**config.mk**
```make
export PLATFORM = sky130hd
export DESIGN_NAME = load_unit
export DESIGN_NICKNAME = d
export VERILOG_FILES = /design/src/rtl/lsu_pkg.sv /design/src/rtl/load_align.sv /design/src/rtl/load_unit.sv
export SDC_FILE = /design/constraint.sdc
export NUM_CORES = 1
export LEC_CHECK = 0
export ABC_AREA = 1
export CORE_AREA = 2 2 88 124
export DETAILED_ROUTE_END_ITERATION = 8
export DIE_AREA = 0 0 90 126
export MAX_ROUTING_LAYER = met4
export PLACE_DENSITY = 0.8
export SLEW_MARGIN = 20
export SYNTH_ARGS = -nofsm -noshare
export SYNTH_HDL_FRONTEND = slang
export SYNTH_SLANG_ARGS = --single-unit
```
**constraint.sdc**
```tcl
create_clock -name clk -period 4.34 [get_ports clk]
set_input_delay 0.434 -clock clk [delete_from_list [all_inputs] [get_ports clk]]
set_output_delay 0.434 -clock clk [all_outputs]
set_load 0.005 [all_outputs]
```
**src/rtl/lsu_pkg.sv**
```systemverilog
// Shared types for the load path: access-size encoding, FSM states and the
// alignment rule used when a request is accepted.
package lsu_pkg;

  typedef enum logic [1:0] {
    SZ_BYTE    = 2'b00,
    SZ_HALF    = 2'b01,
    SZ_WORD    = 2'b10,
    SZ_ILLEGAL = 2'b11
  } ld_size_e;

  typedef enum logic [1:0] {
    IDLE = 2'b00,
    REQ  = 2'b01,
    WAIT = 2'b10,
    RESP = 2'b11
  } lsu_state_e;

  // The illegal size encoding is treated as misaligned so it faults the same way.
  function automatic logic is_misaligned(input ld_size_e size, input logic [1:0] addr_lo);
    logic bad;
    bad = 1'b0;
    case (size)
      SZ_BYTE: bad = 1'b0;
      SZ_HALF: bad = addr_lo[0];
      SZ_WORD: bad = (addr_lo != 2'b00);
      default: bad = 1'b1;
    endcase
    return bad;
  endfunction

endpackage

```
**src/rtl/load_align.sv**
```systemverilog
// Little-endian lane selection and zero/sign extension of a returned memory word.
// Purely combinational; the caller registers the result.
module load_align
  import lsu_pkg::*;
#(
  parameter int DW = 32
) (
  input  logic [DW-1:0] rdata,
  input  logic [1:0]    addr_lo,
  input  ld_size_e      size,
  input  logic          sign_ext,
  output logic [DW-1:0] data
);

  logic [7:0]  byte_lane [4];
  logic [15:0] half_lane [2];
  logic [7:0]  byte_sel;
  logic [15:0] half_sel;

  // Only the low 32 bits carry addressable lanes; wider words just pass through.
  for (genvar gi = 0; gi < 4; gi++) begin : g_byte
    assign byte_lane[gi] = rdata[8*gi +: 8];
  end

  for (genvar gi = 0; gi < 2; gi++) begin : g_half
    assign half_lane[gi] = rdata[16*gi +: 16];
  end

  assign byte_sel = byte_lane[addr_lo];
  assign half_sel = half_lane[addr_lo[1]];

  always_comb begin
    data = '0;
    case (size)
      SZ_BYTE: data = {{(DW-8){sign_ext & byte_sel[7]}}, byte_sel};
      SZ_HALF: data = {{(DW-16){sign_ext & half_sel[15]}}, half_sel};
      SZ_WORD: data = rdata;
      default: data = '0;
    endcase
  end

endmodule

```
**src/rtl/load_unit.sv**
```systemverilog
// Single-outstanding load unit: accepts a core load, issues one word read,
// aligns/extends the returned data and holds the writeback until taken.
module load_unit
  import lsu_pkg::*;
#(
  parameter int AW = 32,
  parameter int DW = 32,
  parameter int RW = 4
) (
  input  logic          clk,
  input  logic          reset,
  input  logic          ld_valid,
  output logic          ld_ready,
  input  logic [AW-1:0] ld_addr,
  input  logic [1:0]    ld_size,
  input  logic          ld_signed,
  input  logic [RW-1:0] ld_rd,
  output logic          mem_req,
  output logic [AW-1:0] mem_addr,
  input  logic          mem_gnt,
  input  logic          mem_rvalid,
  input  logic [DW-1:0] mem_rdata,
  input  logic          mem_err,
  output logic          wb_valid,
  output logic [DW-1:0] wb_data,
  output logic [RW-1:0] wb_rd,
  output logic          wb_err,
  input  logic          wb_ready
);

  lsu_state_e    state_q, state_d;
  logic [AW-1:0] addr_q, addr_d;
  ld_size_e      size_q, size_d;
  logic          sign_q, sign_d;
  logic [RW-1:0] rd_q, rd_d;
  logic [DW-1:0] data_q, data_d;
  logic          err_q, err_d;

  ld_size_e      req_size;
  logic [DW-1:0] aligned_data;

  assign req_size = ld_size_e'(ld_size);

  load_align #(
    .DW (DW)
  ) u_align (
    .rdata    (mem_rdata),
    .addr_lo  (addr_q[1:0]),
    .size     (size_q),
    .sign_ext (sign_q),
    .data     (aligned_data)
  );

  always_ff @(posedge clk or negedge reset) begin
    if (!reset) begin
      state_q <= IDLE;
      addr_q  <= '0;
      size_q  <= SZ_BYTE;
      sign_q  <= 1'b0;
      rd_q    <= '0;
      data_q  <= '0;
      err_q   <= 1'b0;
    end else begin
      state_q <= state_d;
      addr_q  <= addr_d;
      size_q  <= size_d;
      sign_q  <= sign_d;
      rd_q    <= rd_d;
      data_q  <= data_d;
      err_q   <= err_d;
    end
  end

  always_comb begin
    state_d  = state_q;
    addr_d   = addr_q;
    size_d   = size_q;
    sign_d   = sign_q;
    rd_d     = rd_q;
    data_d   = data_q;
    err_d    = err_q;

    ld_ready = 1'b0;
    mem_req  = 1'b0;
    wb_valid = 1'b0;

    case (state_q)
      IDLE: begin
        ld_ready = 1'b1;
        if (ld_valid) begin
          addr_d = ld_addr;
          size_d = req_size;
          sign_d = ld_signed;
          rd_d   = ld_rd;
          data_d = '0;
          // Faulting requests skip the bus entirely and report straight away.
          if (is_misaligned(req_size, ld_addr[1:0])) begin
            err_d   = 1'b1;
            state_d = RESP;
          end else begin
            err_d   = 1'b0;
            state_d = REQ;
          end
        end
      end
      REQ: begin
        mem_req = 1'b1;
        if (mem_gnt) begin
          state_d = WAIT;
        end
      end
      WAIT: begin
        if (mem_rvalid) begin
          err_d   = mem_err;
          data_d  = mem_err ? '0 : aligned_data;
          state_d = RESP;
        end
      end
      RESP: begin
        wb_valid = 1'b1;
        if (wb_ready) begin
          state_d = IDLE;
        end
      end
      default: state_d = IDLE;
    endcase
  end

  assign mem_addr = {addr_q[AW-1:2], 2'b00};
  assign wb_data  = data_q;
  assign wb_rd    = rd_q;
  assign wb_err   = err_q & wb_valid;

endmodule

```
==> metrics.txt <==
Starting DRT DRC Count=around 140; Setup-failing EPs final=0; Final Hold Vio Count=0; Core Box Area=approximately 10000 sq um; Initial Util=39.3%; Placed Area=approximately 5300 sq um; met1 WL=around 3900 um; CTS Hold Bufs=0; Fmax achieved=approximately 470 MHz; fillers=975; run status=completed; vias in the first global route=around 3300; EDFF count, synth=0; Finished Cell Area=between 5000 and 6000 sq um; Top Layer Used=met4; first-pass GRT wire length=roughly 16000 um; dpl cells=around 730; Max Buffers Root-to-Sink=2; H-tree depth=3; fin crit share=48.5%; Max Cap Viol=0; P_leak=around 2.8 nW; Req. time, crit path=~3.9 ns; RSZ-0062 raised after global routing=false; Num Clock Sinks=74; vias per cell=between 4 and 5; final setup TNS=0 ns; row cnt=44; Register Area=1850 sq um; remaining global-route overflow=0; Antenna Cells=0; Slew HR=39.0%; critical path start-end classification=register to output pin; top post-synthesis cells by count=nand2_1, dfrtp_1, mux2_2, inv_1, buf_4; Critical Path Sink Type=output pin; Wirelength per Cell=~13 um; worst hold slack=0.247 ns; number of clock buffers inserted by TritonCTS=9; Syn Inst Count=489; cts repair resizes=0; drt total wl=between 9000 and 10000 um; layout cells sized above 1=12.8%; most instantiated library cell after synthesis=nand2_1; Die W=around 90 um; largest net degree at the start of global routing=75; peak supply drop=about 290 uV; met2 wire length=between 4000 and 5000 um; full die area=~11000 sq um; Synth area leader=dfrtp_1; clk slew on worst S/H paths=0.06 ns; Period minus WS final=~2.1 ns; worst clock skew=approximately 0.0094 ns; ys async rst share=100%; PD cells=660 nW/um^2; measured slew at the worst slew-check pin=around 0.91 ns; height of the chip=approximately 130 um; Placer Congestion=about 0.85; met3 WL=543 um; Finished Layout Cells=741; Ys Warns=0; post-route antenna net violation count=0; CP Launch Type=register; clk root buf=clkbuf_16; TritonCTS clock tree=done; Primary FF master, synth=dfrtp_1; max-slew violations=0; Area Growth Syn to Fin=39.7%; router iterations before antenna repair=5; ranking of synthesized cells by area=dfrtp_1, nand2_1, mux2_2; Detail Placement HPWL=7250 um; Residual DRC=0; initial antenna violation count=0; multi-input logic area=about 1700 sq um; clock latency on the worst-skew pair=0.33 ns; CP Max Fanout=4; total global-route track usage=between 10% and 20%; Post-CTS Setup Repair Bufs=0; Hold Path Class=input pin to async pin; IO buf count=between 100 and 150; Synth top area share=between 40% and 50%; Worst Path Arrival=1.67 ns; syn_area_per_cell=8.23 sq um; synthesis-stage register bit count=74; synth unique cells=24; sequential share of the synthesized area=about 46%; detailed-route via count=roughly 3400; Nets=approximately 680; Post-Syn Area=4020 sq um; num ports=150
[layout by cell type (no fill, tap or decap), types with 9 or more instances in the layout]
master	count
nor2_1	11
clkdlybuf4s50_1	146
dfrtp_1	74
inv_1	34
mux2_2	35
o21ai_0	17
nand2_1	218
clkbuf_16	9
nand2_2	13
[power breakdown]
group / leakage, nW / total, mW / switching, mW / internal [mW]
registers: 0.938 / 1.21 / 0.210 / 0.998
logic: 1.72 / 1.78 / 0.819 / 0.961
clock network: 0.140 / 0.721 / 0.267 / 0.455
total: 2.80 / 3.71 / 1.30 / 2.41
[cells by family after synthesis]
family | count (synthesis) | share of synthesized area [%]
other | 1 | 0.0932
buffers and inverters | 89 | 12.6
multiplexers | 35 | 9.80
AO/OA/AOI/OAI | 29 | 3.92
adder cells (fa/ha/maj) | 5 | 1.56
flip-flops | 74 | 46.0
AND/OR/NAND/NOR | 256 | 26.0
[cell type report]
class / instances / area share, %
Clock buffer: 10 / 4.25
Multi-Input combinational cell: 327 / 29.8
Tap cell: 138 / 3.07
Timing Repair Buffer: 148 / 26.3
Clock inverter: 5 / 0.980
Inverter: 39 / 2.65
Sequential cell: 74 / 32.9
[critical path, cell delays in order, from the launching register on]
cell	delay, ns
dfrtp_1	0.41
inv_1	0.13
ha_1	0.27
clkdlybuf4s50_1	0.54
[worst paths after layout]
check	cells after the start	slack (ns)	end	startpoint
setup / recovery	3	2.23	ld_ready	state_q[1]
setup reg to reg	4	2.34	addr_q[28]	state_q[1]
hold reg to reg	2	0.48	wb_data[27]	wb_data[27]
hold / removal	1	0.25	addr_q[14]	reset
max in group asynchronous	1	3.50	wb_data[12]	reset
min in group clk	2	0.48	wb_data[27]	wb_data[27]
[routing by layer]
| layer | track usage, % | vias to the layer above |
|---|---|---|
| met2 | 29.8 | 144 |
| met1 | 20.4 | 1519 |
| met3 | 3.59 | 17 |
| met4 | 7.78 | 0 |
| li1 | - | 1694 |
| met5 | - | - |
[stage by stage]
stage / worst slack (ns) / total power, mW / util, %
final: 2.23 / 3.71 / 54.9
after floorplan: 2.74 / 2.36 / -
after CTS: 1.97 / 3.76 / 54.8
after global routing: 2.12 / 4.01 / 54.9
after global placement: 1.88 / 2.95 / 52.0
after detailed placement: 1.80 / 3.01 / 52.0
[registers in the layout, summed over array words and instances, names as in the netlist]
register and flops:
size_q 2, wb_rd 4, state_q 2, err_q 1, sign_q 1, addr_q 32, wb_data 32
Note: power is estimated with default switching activity, not from simulation.
